**src/rtl/dma_axi_wr_master.sv**
```systemverilog
// DMA engine to AXI4 write master bridge.
// Accepts burst requests from the engine and issues them on AW. A small
// length queue tracks accepted bursts so that W beats flow only for accepted
// bursts and WLAST is generated locally. Open bursts are counted until their
// B response arrives. Any bad response or engine framing mismatch sets a
// sticky error flag.
module dma_axi_wr_master #(
  parameter int MAX_OUTST = 4  // max un-responded bursts, power of 2, 2..8
) (
  input  logic        clk,
  input  logic        rst,
  // engine request channel
  input  logic [31:0] wr_req_addr_i,
  input  logic [4:0]  wr_req_len_i,
  input  logic        wr_req_valid_i,
  output logic        wr_req_ready_o,
  // engine data channel
  input  logic [31:0] wr_data_i,
  input  logic        wr_valid_i,
  input  logic        wr_last_i,
  output logic        wr_ready_o,
  // AXI AW
  output logic [31:0] awaddr_o,
  output logic [7:0]  awlen_o,
  output logic [2:0]  awsize_o,
  output logic [1:0]  awburst_o,
  output logic        awvalid_o,
  input  logic        awready_i,
  // AXI W
  output logic [31:0] wdata_o,
  output logic [3:0]  wstrb_o,
  output logic        wlast_o,
  output logic        wvalid_o,
  input  logic        wready_i,
  // AXI B
  input  logic [1:0]  bresp_i,
  input  logic        bvalid_i,
  output logic        bready_o,
  // status
  output logic        busy_o,
  output logic [3:0]  outstanding_o,
  output logic        err_o,
  input  logic        err_clr_i
);

  localparam int PW = $clog2(MAX_OUTST);
  localparam int CW = PW + 1;

  // AW channel state
  logic [31:0] awaddr_q, awaddr_d;
  logic [7:0]  awlen_q, awlen_d;
  logic        awvalid_q, awvalid_d;

  // burst bookkeeping
  logic [3:0]  outstanding_q, outstanding_d;
  logic        err_q, err_d;
  logic [4:0]  bcnt_q, bcnt_d;

  // length queue: one entry per accepted burst whose W beats are not done
  logic [4:0]    lenq_mem [MAX_OUTST];
  logic [PW-1:0] lenq_wptr_q, lenq_wptr_d;
  logic [PW-1:0] lenq_rptr_q, lenq_rptr_d;
  logic [PW-1:0] lenq_rptr_nxt;
  logic [CW-1:0] lenq_cnt_q, lenq_cnt_d;
  logic          lenq_empty, lenq_full;

  // handshake and event strobes
  logic req_hs, w_hs, last_hs, b_hs, bcnt_zero;
  logic frame_err, resp_err;
  logic [4:0] head_next;

  // Combinational outputs and handshake decode.
  always_comb begin
    lenq_empty     = (lenq_cnt_q == '0);
    lenq_full      = (lenq_cnt_q == CW'(MAX_OUTST));
    lenq_rptr_nxt  = lenq_rptr_q + 1'b1;

    wr_req_ready_o = !awvalid_q && (outstanding_q < 4'(MAX_OUTST)) && !lenq_full;
    req_hs         = wr_req_valid_i && wr_req_ready_o;

    wdata_o        = wr_data_i;
    wvalid_o       = wr_valid_i && !lenq_empty;
    wr_ready_o     = wready_i && !lenq_empty;
    w_hs           = wvalid_o && wready_i;
    bcnt_zero      = (bcnt_q == 5'd0);
    wlast_o        = wvalid_o && bcnt_zero;
    last_hs        = w_hs && bcnt_zero;

    bready_o       = (outstanding_q != 4'd0);
    b_hs           = bvalid_i && bready_o;

    frame_err      = w_hs && (wr_last_i != bcnt_zero);
    resp_err       = b_hs && (bresp_i != 2'b00);

    awaddr_o       = awaddr_q;
    awlen_o        = awlen_q;
    awvalid_o      = awvalid_q;
    awsize_o       = 3'b010;
    awburst_o      = 2'b01;
    wstrb_o        = 4'hF;
    outstanding_o  = outstanding_q;
    err_o          = err_q;
    busy_o         = awvalid_q || (outstanding_q != 4'd0) || !lenq_empty;
  end

  // Next-state computation for all registered state.
  always_comb begin
    // NOTE: every variable gets a default first so no path leaves it unassigned, which would infer a latch.
    awaddr_d      = awaddr_q;
    awlen_d       = awlen_q;
    awvalid_d     = awvalid_q;
    outstanding_d = outstanding_q;
    lenq_wptr_d   = lenq_wptr_q;
    lenq_rptr_d   = lenq_rptr_q;
    lenq_cnt_d    = lenq_cnt_q;
    bcnt_d        = bcnt_q;

    // AW: capture on request, hold until the slave accepts
    if (req_hs) begin
      awaddr_d  = wr_req_addr_i;
      awlen_d   = {3'b000, wr_req_len_i};
      awvalid_d = 1'b1;
    end else if (awvalid_q && awready_i) begin
      awvalid_d = 1'b0;
    end

    // open-burst counter; simultaneous open and close cancel out
    unique case ({req_hs, b_hs})
      2'b10:   outstanding_d = outstanding_q + 4'd1;
      2'b01:   outstanding_d = outstanding_q - 4'd1;
      default: outstanding_d = outstanding_q;
    endcase

    // length queue pointers and occupancy
    if (req_hs)  lenq_wptr_d = lenq_wptr_q + 1'b1;
    if (last_hs) lenq_rptr_d = lenq_rptr_nxt;
    unique case ({req_hs, last_hs})
      2'b10:   lenq_cnt_d = lenq_cnt_q + 1'b1;
      2'b01:   lenq_cnt_d = lenq_cnt_q - 1'b1;
      default: lenq_cnt_d = lenq_cnt_q;
    endcase

    // length of the burst that follows the head: a queued entry, or the one
    // being pushed right now when the head is the only entry
    if (lenq_cnt_q > CW'(1)) head_next = lenq_mem[lenq_rptr_nxt];
    else if (req_hs)         head_next = wr_req_len_i;
    else                     head_next = 5'd0;

    // beat counter always mirrors the remaining beats of the head burst
    if (last_hs)                  bcnt_d = head_next;
    else if (w_hs)                bcnt_d = bcnt_q - 5'd1;
    else if (lenq_empty && req_hs) bcnt_d = wr_req_len_i;

    // sticky error: a new error in the same cycle as a clear wins
    err_d = (err_q && !err_clr_i) || frame_err || resp_err;
  end

  // State registers with synchronous active-high reset.
  always_ff @(posedge clk) begin
    // NOTE: sequential state uses non-blocking assignments so every register samples pre-edge values.
    if (rst) begin
      awaddr_q      <= '0;
      awlen_q       <= '0;
      awvalid_q     <= 1'b0;
      outstanding_q <= '0;
      err_q         <= 1'b0;
      bcnt_q        <= '0;
      lenq_wptr_q   <= '0;
      lenq_rptr_q   <= '0;
      lenq_cnt_q    <= '0;
    end else begin
      awaddr_q      <= awaddr_d;
      awlen_q       <= awlen_d;
      awvalid_q     <= awvalid_d;
      outstanding_q <= outstanding_d;
      err_q         <= err_d;
      bcnt_q        <= bcnt_d;
      lenq_wptr_q   <= lenq_wptr_d;
      lenq_rptr_q   <= lenq_rptr_d;
      lenq_cnt_q    <= lenq_cnt_d;
    end
  end

  // Length queue storage write on each accepted request.
  always_ff @(posedge clk) begin
    // NOTE: storage is not reset; entries are only read while the occupancy count marks them valid.
    if (req_hs) lenq_mem[lenq_wptr_q] <= wr_req_len_i;
  end

endmodule
```
**config.mk**
```make
export PLATFORM = sky130hd
export DESIGN_NAME = dma_axi_wr_master
export DESIGN_NICKNAME = d
export VERILOG_FILES = /design/src/rtl/dma_axi_wr_master.sv
export SDC_FILE = /design/constraint.sdc
export NUM_CORES = 1
export LEC_CHECK = 0
export BUFFER_PORTS_ARGS = -buffer_cell sky130_fd_sc_hd__buf_4
export CORE_ASPECT_RATIO = 1.2
export CORE_MARGIN = 2
export CORE_UTILIZATION = 29
export CTS_BUF_LIST = sky130_fd_sc_hd__clkbuf_8 sky130_fd_sc_hd__clkbuf_16
export DETAILED_ROUTE_END_ITERATION = 7
export PLACE_DENSITY = 0.56
export REMOVE_ABC_BUFFERS = 1
export SLEW_MARGIN = 20
export SYNTH_ARGS = -nofsm -noshare
export SYNTH_HDL_FRONTEND = slang
export SYNTH_SLANG_ARGS = --single-unit
export TNS_END_PERCENT = 1
```
**constraint.sdc**
```tcl
create_clock -name clk -period 5.1 [get_ports clk]
set_clock_uncertainty 0.15 [all_clocks]
set_input_delay 0.51 -clock clk [delete_from_list [all_inputs] [get_ports clk]]
set_output_delay 0.51 -clock clk [all_outputs]
set_load 0.01 [all_outputs]
```
Word level (Yosys, flattened, before mapping). Memories as Yosys holds them, arrays and structs flattened. Cells that the tools add are included.

Register bits after elaboration: 55. ROM bits: 0. Input port bits: 80. Memory bits (writable): 20. Output and inout bits: 93. Memories kept: 1. Latch bits: 0. Word-level logic and storage cells: 66.

Memories: lenq_mem (words 4, bits a word 5, read ports 1, clocked after memory_dff 0, wr ports 1, line 60) `logic [4:0] lenq_mem [MAX_OUTST];`.

Shifts and indexed selects: 0. Divide/modulo/power cells: 0. Order comparisons: 2. Add/sub/neg operators: 7. Bitwise gates (word level): 0. Eq/ne operators: 6. Muxes and demuxes: 11. Reductions and logical operators: 30. Multiply operators: 0.

Operator list (count): 5-bit 2-to-1 mux (5); 1-bit logical AND (14); 4-bit one-hot mux with 2 select lines (1); 2-bit nonzero test (4); 3-bit one-hot mux with 2 select lines (1); 5-bit zero test (1); 5-bit by 1-bit subtractor with 5-bit output (second input constant) (1); 2-bit by 1-bit adder with 2-bit output (second input constant) (2); 4-bit by 1-bit adder with 4-bit output (second input constant) (1); 2-bit by 1-bit equality test with 1-bit output (second input constant) (2); 2-bit equality test (second input constant) (2); 1-bit zero test (4); 1-bit logical OR (4); 4-bit by 3-bit less-than comparator with 1-bit output (second input constant) (1); 1-bit 2-to-1 mux (4); 4-bit nonzero test (1); 4-bit by 1-bit subtractor with 4-bit output (second input constant) (1); 3-bit by 1-bit adder with 3-bit output (second input constant) (1); 3-bit equality test (second input constant) (1); 3-bit by 1-bit > comparator with 1-bit output (second input constant) (1); 3-bit zero test (1); 3-bit nonzero test (1); 3-bit by 1-bit subtractor with 3-bit output (second input constant) (1); 1-bit != test (1).

Longest topological paths before layout. Gate-level depths: netlist (run 1).

Depth in word-level cells: 8. Mapped depth: 14. Depth with buffers taken out: 12.

Least setup slack after synthesis (run 1). No wires, ideal clock.

Kind: flip-flop to flip-flop. Start: reg lenq_cnt_q[0]. End: reg outstanding_q[2], in the netlist outstanding_o[2]. Setup slack: 2.386 ns. Setup time: 0.070 ns. Clock period less this slack: 2.714 ns. Stages on the path, launching flop included: 15. Arrival time: 2.494 ns. Required time: 4.880 ns. Buffers on the path: 2. Cells stage by stage: dfxtp_1 -> inv_1 -> ha_1 -> nand2_1 -> and3_1 -> buf_2 -> inv_2 -> buf_2 -> ha_1 -> xor2_1 -> ha_1 -> a21oi_1 -> xor2_1 -> or3_1 -> a21oi_1.

Longest elaborated chain between the ends: 6. Elaborated cells between the ends (all ways): 8. Those cells by class: eq/ne: 3; mux: 1; reduce/logical: 4.

RTL lines: start: declaration (line 64) `logic [CW-1:0] lenq_cnt_q, lenq_cnt_d;`; start signal: assignment (line 180) `lenq_cnt_q <= lenq_cnt_d;`; 3-bit equality test (*) (line 75) `lenq_full = (lenq_cnt_q == CW'(MAX_OUTST));`; 1-bit zero test (*) (line 78) `wr_req_ready_o = !awvalid_q && (outstanding_q < 4'(MAX_OUTST)) && !lenq_full;`; 1-bit logical AND (*) (line 78); 1-bit logical AND (*) (line 79) `req_hs = wr_req_valid_i && wr_req_ready_o;`; 2-bit by 1-bit equality test with 1-bit output / 2-bit equality test (equally long branches) (line 128) `unique case ({req_hs, b_hs})`; 4-bit one-hot mux with 2 select lines / 2-bit nonzero test (equally long branches); end signal: assignment (line 175) `outstanding_q <= outstanding_d;`; end: declaration (line 55) `logic [3:0] outstanding_q, outstanding_d;`.

Mark *: on every way between the ends. The rest lies on a longest branch, timed or not. A chain may end at the register's enable or synchronous reset.

Worst setup path after layout (run 1). Same ends and word-level chain as after synthesis.

==> out/qor.txt, run 1 <==
Post-Synth XOR/XNOR Area = 2.48%
Outcome = completed
Cell count after synthesis = 380
Worst slew margin = 46.3%
RR Startpoint = lenq_cnt_q[0]
Leakage = 1.83 nW
Compound-Gate Fraction of Synth Area = 10.3%
Fillcell total = 1242
Total gr overflow = 0
Wire length on met2 = 3930 um
# DRC = 0
CP Cell Sequence = inv_1 > ha_1 > nand2_1 > and3_2 > buf_4 > inv_2 > ha_1 > xor2_1 > ha_1 > a21oi_1 > xor2_1 > or3_1 > a21oi_1
DRT Wirelength = 9340 um
Hold wc startpoint = wr_req_len_i[2]
First-pass GRT wire length = 14000 um
Element type at the critical path start = register
Top cell type's share of synthesized area = 31.2%
Cell taking the most area after synthesis = dfxtp_1
Largest net degree at the start of global routing = 56
Commonest non-fill, non-tap cell in the layout = buf_4
DIE WIDTH = 105 um
Register area = 1700 sq um
Multi-input gate area = 1430 sq um
Met3 routed WL = 1280 um
Crit share post-route = 69.3%
Asr flop ratio synth = 0%
Number of global-route vias before repair = 2479
Final hold violation count = 0
Cts repair resizes = 0
N_diodes = 0
Pre-CTS setup slack = 1.55 ns
P&R area growth vs syn = 25.7%
Worst-Skew Late Latency = 0.33 ns
Crit Path Max Fanout = 45
Max clock buf depth = 2
Hold-fix buffers at CTS = 0
Hold Path Depth = 1
Hold Crit Endpoint = lenq_mem[2][2]
Reg2Reg Depth = 13
CTS tree = done
Num CTS Buffers = 9
DR pass1 iterations = 4
CTS Sinks = 75
Top Metal Used = met5
Largest stage delay, worst path = 0.43 ns
Worst Setup End Kind = register
Placed Cells = 586
Routed wire per std cell = 15.5 um
Post-CTS Setup Inserts = 0
WP data arrival = 3.64 ns
Register-to-register setup slack = 1.56 ns
Most frequent cells in the layout = 97 x buf_4, 84 x nand2_1, 55 x dfxtp_1
Seq/Total Area, Yosys = 48.1%
Worst-margin pin slew = 0.804 ns
Yosys reg bits = 75
Pins over their slew limit = 0
Global Route Usage Sum = 14.1%
Detailed Route Iter0 Violations = 125
Yosys warnings = 0
Maximum vdd drop = 0.268 mV
M1 WL = 3940 um
Antenna violations before repair = 0
Min Tclk post-route = 3.54 ns
Detail Route Antenna Nets = 0
Main combinational cell family by area after synthesis = simple AND/OR/NAND/NOR gates
Setup violators final = 0
Die H = 125 um
FMAX = 283 MHz
RR Endpoint = outstanding_o[2]
Post-synthesis adder-cell area fraction = 4.60%
Top cell by count, worst path = ha_1
Top FF cell, synth = dfxtp_1
Die area = 13100 sq um
HPWL Detailed = 6880 um
Clk root buf = clkbuf_16
Hold Crit Class = in2reg
Mapped Area = 3530 sq um
EDFF count, synth = 20
Max Cap Violations = 0
Post-Synth Simple-Gate Area = 17.7%
Worst EP required = 5.21 ns
Cell Pwr Density = 577 nW/um^2
Critical-path top delay cell = inv_2
I/O pin count = 173
Core ar. = 12000 sq um
Final net count = 529
Worst-path clk slew = 0.06 ns
Initial Util = 29.5%
GPL Wtd Cong = 0.799
Setup tns final = 0 ns
Mux contribution to synthesized area = 4.07%
Yosys cell types = 44
Port Buffers = 96
Final non-filler cell total = 602
Layout cells sized above 1 = 29.0%
Rows = 44
Synth area leaders = dfxtp_1 31%, edfxtp_1 17%, buf_4 9.3%
Vias per cell = 4.49
RSZ-0062 raised after global routing = no
Type of the worst setup path = reg2reg
Worst Slack Setup Final = 1.56 ns
Mean post-synth cell area = 9.30 sq um
Routed vias = 2705
CTS H-tree depth = 3
## flip-flops by register name, summed over array words and instances (netlist names)
signal,cells
awvalid_o,1
awaddr_o,32
bcnt_q,5
lenq_rptr_q,2
lenq_cnt_q,3
awlen_o,5
lenq_wptr_q,2
lenq_mem,20
outstanding_o,4
err_o,1
## worst max-delay path by stage
stage                   from          endpoint  slack, ns  cells past startpoint
6_report       lenq_cnt_q[0]  outstanding_o[2]       1.56                     13
5_1_grt        lenq_cnt_q[0]  outstanding_o[2]       1.22                     13
4_1_cts        lenq_cnt_q[0]  outstanding_o[2]       1.53                     13
3_5_place_dp   lenq_cnt_q[0]  outstanding_o[2]       1.55                     13
3_3_place_gp   lenq_cnt_q[0]  outstanding_o[2]       1.66                     13
2_1_floorplan  lenq_cnt_q[0]  outstanding_o[2]       1.46                     12
## through the flow
step | total power [mW] | cell area [sq um] | util [%] | hold WS (ns)
final | 2.56 | 4440 | 37.0 | 0.259
after global routing | 2.75 | 4440 | 37.0 | 0.255
after floorplan | 1.48 | 3170 | - | 0.313
after global placement | 1.84 | 4100 | 34.2 | 0.297
after detailed placement | 1.87 | 4100 | 34.2 | 0.300
after CTS | 2.60 | 4440 | 37.0 | 0.248
## cells in the mapped netlist (2+ instances only)
master and instances:
and2_1 8, mux2i_1 2, or3_1 3, nor3_2 2, conb_1 2, nor3_1 3
a311oi_1 4, dfxtp_1 55, inv_1 9, xnor2_1 4, buf_4 44, buf_2 3
edfxtp_1 20, clkbuf_1 14, a211oi_1 2, a21oi_1 44, mux4_2 5, nand2b_1 2
xor2_1 6, nand2_1 84, nor2_1 17, ha_1 13, nand3_1 5, o22ai_1 5
o21ai_0 5
## per-layer routing
metal / track usage [%] / vias to the layer above
met1: 17.2 / 1227
met2: 18.8 / 126
met3: 9.91 / 13
met5: 3.01 / -
li1: - / 1337
met4: 5.73 / 2
## layout make-up
class                      instances  share of cell area, %
inverter                          11                  0.929
tap                              161                   4.53
sequential                        75                   38.3
timing repair buffer              97                   16.4
clock buffer                       9                   5.07
clock inverter                     7                   2.62
multi-input combinational        242                   32.2
## report_power, final
part / internal (mW) / switching, mW / total [mW]
Sequential: 0.763 / 0.110 / 0.873
Combinational: 0.434 / 0.539 / 0.973
Clock: 0.476 / 0.240 / 0.717
## cell families (layout without fill, tap and decap cells)
group           Yosys count  in the layout
mux                       8              8
flops                    75             75
xor+xnor                 10             10
buf+inv                  73            124
other cells               2             12
simple gates            135            135
compound gates           64             64
fa+ha+maj                13             13
## worst max-delay path: cells and delay by family, from the launching register on
| family | cells | cell delay, ns |
|---|---|---|
| XOR/XNOR | 2 | 0.27 |
| buffers and inverters | 3 | 0.90 |
| flip-flops | 1 | 0.41 |
| adder cells (fa/ha/maj) | 3 | 0.84 |
| AND/OR/NAND/NOR | 3 | 0.57 |
| AO/OA/AOI/OAI | 2 | 0.32 |
Power figures use the tool's default switching activity.
==> inputs of run 2 (changes only) <==
- ABC_AREA: unset -> 1
- PLACE_DENSITY: 0.56 -> 0.57
- clock period: 5.1 -> 3 ns (I/O delays scaled with it)
==> run 2 against run 1 <==
Effect of this change:
- register-to-register slack lost 0.95 ns
- worst setup slack worse by 0.95 ns
- largest power group unchanged
- non-clock buffer count up 2
- highest routed layer is now met4
- combinational power up 63%
- maximum frequency up 48%
- synthesized area increased by 6.7%
- flip-flop and latch count did not move
- utilization is 0.38 points lower
==> out/qor.txt, run 2 <==
Element type at the critical path start = register
Final net count = 629 (+19%)
DRT Wirelength = 9810 um (+5.0%)
WP data arrival = 2.46 ns (-1.18 ns)
P&R area growth vs syn = 23.1%
Rows = 45 (+2.3%)
P_sw = 1.50 mW (+69%)
Count leader, synth = nand2_1
Cts repair resizes = 0 (unchanged)
I/O pin count = 173 (unchanged)
Cell taking the most area after synthesis = dfxtp_1
N_diodes = 0 (unchanged)
Register-to-register setup slack = 0.61 ns (-0.95 ns)
Yosys cell types = 35 (-20%)
Largest net degree at the start of global routing = 45 (-20%)
DR pass1 iterations = 4 (unchanged)
Seq/Total Area, Yosys = 45.1% (-3.0 points)
Num CTS Buffers = 9 (unchanged)
Synth area leaders = dfxtp_1 29%, edfxtp_1 16%, nand2_1 12%
Routed wire per std cell = 13.9 um (-10%)
Worst-path clk slew = 0.06 ns (about the same)
Core ar. = 12700 sq um (+5.6%)
Clock power frac = 27.5% (-0.5 points)
Final non-filler cell total = 705 (+17%)
CTS tree = done
Global Route Usage Sum = 14.3% (+0.18 points)
Layout cells sized above 1 = 23.8% (-5.2 points)
Seq pwr share = 33.8% (-0.3 points)
Worst-Skew Late Latency = 0.33 ns (about the same)
Cell count after synthesis = 476 (+25%)
Type of the worst setup path = reg2reg
Combinational power share = 38.8% (+0.8 points)
Post-CTS Setup Inserts = 0 (unchanged)
Detailed Route Iter0 Violations = 170 (+36%)
EDFF count, synth = 20 (unchanged)
Top FF cell, synth = dfxtp_1
Most frequent cells after synthesis = 125 x nand2_1, 55 x dfxtp_1, 51 x a21oi_1, 48 x nor2_1, 46 x buf_4
Detail Route Antenna Nets = 0 (unchanged)
Vias per cell = 4.38 (-2.6%)
Die area = 13900 sq um (+6.5%)
Crit Path Max Fanout = 5 (-89%)
Min Tclk post-route = 2.39 ns (-1.15 ns)
Top cell type's share of synthesized area = 29.2% (-2.0 points)
Pins over their slew limit = 0 (unchanged)
Number of global-route vias before repair = 3028 (+22%)
Worst Setup End Kind = register
Final hold violation count = 0 (unchanged)
Outcome = completed
Die H = 129 um (+3.2%)
Asr flop ratio synth = 0% (unchanged)
DIE WIDTH = 108 um (+3.2%)
Routed vias = 3085 (+14%)
Setup tns final = 0 ns (unchanged)
Total gr overflow = 0 (unchanged)
Placed Cells = 689 (+18%)
Leakage = 2.13 nW (+16%)
Worst-margin pin slew = 0.548 ns (-0.256 ns)
Worst EP required = 3.07 ns (-2.14 ns)
Port Buffers = 96 (unchanged)
Max clock buf depth = 2 (unchanged)
Hold-fix buffers at CTS = 0 (unchanged)
Yosys warnings = 0 (unchanged)
Sw Ratio = 36.6% (+1.9 points)
Cell Pwr Density = 884 nW/um^2 (+53%)
Max Cap Violations = 0 (unchanged)
Mapped Area = 3770 sq um (+6.7%)
CTS Sinks = 75 (unchanged)
Antenna violations before repair = 0 (unchanged)
FMAX = 418 MHz (+48%)
GPL Wtd Cong = 0.833 (+4.3%)
Setup violators final = 0 (unchanged)
Crit share post-route = 79.7% (+10 points)
Commonest non-fill, non-tap cell in the layout = nand2_1
First-pass GRT wire length = 15400 um (+10%)
Most frequent cells in the layout = 125 x nand2_1, 99 x buf_4, 55 x dfxtp_1
CTS H-tree depth = 3 (unchanged)
Hold Crit Class = in2reg
Mean post-synth cell area = 7.92 sq um (-15%)
# DRC = 0 (unchanged)
Largest register FFs = 32 (unchanged)
Maximum vdd drop = 0.357 mV (+33%)
HPWL Detailed = 7310 um (+6.2%)
RSZ-0062 raised after global routing = no
Initial Util = 29.8% (+0.32 points)
Worst slew margin = 63.2% (+17 points)
Internal power = 2.60 mW (+56%)
Yosys reg bits = 75 (unchanged)
Clk root buf = clkbuf_16
run 2: final cells by class:
class	instances	area [sq um]
Clock inverter	7	86.3
Multi-Input combinational cell	306	1510
Clock buffer	9	225
Inverter	45	171
Tap cell	164	205
Timing Repair Buffer	99	743
Sequential cell	75	1700
Fill cell	1326	8030
run 2: final timing paths:
kind                                      start  cells past startpoint               end
worst max register to register    lenq_cnt_q[0]                     11  outstanding_o[2]
worst min-delay path            wr_req_len_i[3]                      1    lenq_mem[2][3]
worst max-delay path              lenq_cnt_q[0]                     11  outstanding_o[2]
worst min register to register      awaddr_o[0]                      2       awaddr_o[0]
run 2: per-layer routing:
layer | share of wire (%) | vias to the layer above | global-route usage, % | wire length (um)
met5 | 0 | - | 1.79 | 0
met4 | 1.6 | 0 | 5.05 | 159
li1 | - | 1581 | - | -
met1 | 42 | 1374 | 17.1 | 4120
met3 | 10 | 11 | 6.89 | 1010
met2 | 46 | 119 | 22.2 | 4520
run 2: cells by family (layout without fill, tap and decap cells):
family / after synthesis / in the layout / synth area share, %
AND/OR/NAND/NOR: 202 / 202 / 23.5
other: 2 / 12 / 0.199
flip-flops: 75 / 75 / 45.1
adder cells (fa/ha/maj): 13 / 13 / 4.31
XOR/XNOR: 4 / 4 / 0.929
buffers and inverters: 105 / 160 / 15.9
AO/OA/AOI/OAI: 75 / 75 / 10.1
run 2: through the flow:
step | total power, mW | util [%] | hold slack [ns] | worst slack (ns) | instance area, sq um
after floorplan | 2.40 | - | 0.219 | 0.328 | 3380
after global placement | 2.96 | 34.2 | 0.303 | 0.725 | 4330
after detailed placement | 3.01 | 34.2 | 0.309 | 0.628 | 4330
after CTS | 4.15 | 36.6 | 0.0251 | 0.620 | 4640
after global routing | 4.42 | 36.6 | 0.0424 | 0.412 | 4640
final | 4.11 | 36.6 | 0.0405 | 0.610 | 4640
run 2: critical path, cell delays in order, from the launching register on:
cell and delay [ns]:
dfxtp_1 0.37, inv_1 0.10, ha_1 0.24, nand2_1 0.15, nand4_4 0.14, ha_1 0.27
xor2_1 0.25, ha_1 0.22, a21oi_1 0.05, xnor2_1 0.13, o21ai_0 0.15, inv_1 0.05
run 2: power by group through the flow:
stage,registers [mW],logic [mW],clock network [mW]
final,1.39,1.59,1.13
after floorplan,1.43,0.965,0
after CTS,1.38,1.61,1.16
after global placement,1.40,1.57,0
after global routing,1.41,1.81,1.21
after detailed placement,1.40,1.60,0
==> inputs of run 3 (changes only) <==
- clock period: 3 -> 2 ns (I/O delays scaled with it)
==> run 3 against run 2 <==
Effect of this change:
- combinational power increased by 91%
- critical path type unchanged
- non-clock buffer count increased by 74
- global-route usage increased by 1.2 points
- clock power increased by 45%
==> out/qor.txt, run 3 (synthesis gave the netlist of run 2 again) <==
RSZ-0062 raised after global routing = yes
Die area = 13900 sq um (unchanged)
DIE WIDTH = 108 um (unchanged)
Largest net degree at the start of global routing = 29 (-36%)
Final non-filler cell total = 779 (+10%)
Maximum vdd drop = 0.496 mV (+39%)
DR pass1 iterations = 6 (+2)
Worst Setup End Kind = register
First-pass GRT wire length = 16700 um (+8.0%)
Clk root buf = clkbuf_16
Die H = 129 um (unchanged)
CTS tree = done
DRT Wirelength = 10600 um (+8.1%)
Final Util = 42.4% (+5.7 points)
Port Buffers = 96 (unchanged)
Cell Area, Placed = 4550 sq um (+5.0%)
Vias per cell = 4.49 (+2.5%)
Detail Route Antenna Nets = 0 (unchanged)
Min Tclk post-route = 1.94 ns (-0.455 ns)
Largest register FFs = 32 (unchanged)
Final instance area = 5370 sq um (+16%)
Max clock buf depth = 2 (unchanged)
Placed Cells = 718 (+4.2%)
P&R area growth vs syn = 42.4%
GPL Wtd Cong = 0.775 (-7.0%)
Hold Crit Class = in2reg
Antenna violations before repair = 0 (unchanged)
Worst EP required = 2.08 ns (-0.99 ns)
Max Cap Violations = 0 (unchanged)
FMAX = 517 MHz (+23%)
Number of global-route vias before repair = 3451 (+14%)
Setup violators final = 0 (unchanged)
Cell Pwr Density = 1250 nW/um^2 (+42%)
Element type at the critical path start = register
Type of the worst setup path = reg2reg
Pins over their slew limit = 0 (unchanged)
Register-to-register setup slack = 0.06 ns (-0.55 ns)
Detailed Route Iter0 Violations = 148 (-13%)
Final net count = 703 (+12%)
Worst-path clk slew = 0.06 ns (about the same)
Final hold violation count = 0 (unchanged)
Most frequent cells in the layout = 134 x buf_4, 122 x nand2_1, 52 x dfxtp_1
Layout cells sized above 1 = 30.1% (+6.2 points)
Commonest non-fill, non-tap cell in the layout = buf_4
Routed vias = 3495 (+13%)
Routed wire per std cell = 13.6 um (-2.2%)
CTS Sinks = 75 (unchanged)
# DRC = 0 (unchanged)
WP data arrival = 2.01 ns (-0.45 ns)
Rows = 45 (unchanged)
CTS H-tree depth = 3 (unchanged)
Total gr overflow = 0 (unchanged)
N_diodes = 0 (unchanged)
HPWL Detailed = 7500 um (+2.6%)
Crit Path Max Fanout = 3 (-2)
Core ar. = 12700 sq um (unchanged)
Fillcell total = 1262 (-4.8%)
Tightest hold margin = 0.0239 ns (-0.0166 ns)
I/O pin count = 173 (unchanged)
Initial Util = 29.8% (unchanged)
Overall Power = 6.74 mW (+64%)
Global Route Usage Sum = 15.4% (+1.2 points)
Worst-Skew Late Latency = 0.33 ns (about the same)
Crit share post-route = 96.8% (+17 points)
Leakage = 2.46 nW (+16%)
Outcome = completed
Num CTS Buffers = 9 (unchanged)
run 3: through the flow:
| step | setup slack [ns] | TNS, ns |
|---|---|---|
| 6_report | 0.0647 | 0 |
| 4_1_cts | 0.0302 | 0 |
| 5_1_grt | -0.0387 | -0.0733 |
| 3_5_place_dp | -0.133 | -0.241 |
| 3_3_place_gp | -0.0848 | -0.0848 |
| 2_1_floorplan | -0.672 | -6.62 |
run 3: final timing paths:
check,endpoint,start,cells past startpoint
max,outstanding_o[2],lenq_cnt_q[1],11
min,err_o,wr_last_i,4
max reg2reg,outstanding_o[2],lenq_cnt_q[1],11
min reg2reg,awaddr_o[2],awaddr_o[2],2
run 3: critical path, cell delays in order (launching register included):
cell and delay [ns]:
dfxtp_2 0.33, inv_2 0.05, ha_4 0.16, nand2_4 0.06, nand4_4 0.10, ha_4 0.20
xor2_2 0.17, ha_1 0.19, a21oi_2 0.12, xnor2_1 0.09, o21ai_0 0.14, inv_1 0.06
run 3: cell type report:
cell class	count	area (sq um)	area share, %
tap	164	205	3.82
multi-input combinational	306	1580	29.5
clock buffer	10	239	4.45
inverter	45	174	3.24
clock inverter	6	66.3	1.24
timing repair buffer	173	1400	26.0
sequential	75	1710	31.8
run 3: routing by layer:
layer,GRT usage [%],vias to the layer above,share of wire (%)
li1,-,1726,-
met1,17.6,1614,40
met2,24.9,141,49
met3,6.84,14,9.7
met4,6.56,0,1.7
met5,1.79,-,0
run 3: timing repair:
| action | in CTS | in global routing |
|---|---|---|
| endpoints found under the hold margin | 54 | 0 |
| setup buffers | 2 | 4 |
| hold buffers | 39 | 0 |
| pin swaps | 3 | 10 |
| gates resized for setup | 6 | 21 |
| endpoints found under the setup margin | 3 | 10 |
run 3: report_power, final:
| part | total (mW) | leakage (nW) | switching (mW) | internal [mW] |
|---|---|---|---|---|
| Clock | 1.64 | 0.154 | 0.640 | 1.00 |
| Combinational | 3.03 | 1.67 | 1.64 | 1.39 |
| Sequential | 2.07 | 0.635 | 0.187 | 1.88 |
| Total | 6.74 | 2.46 | 2.47 | 4.27 |
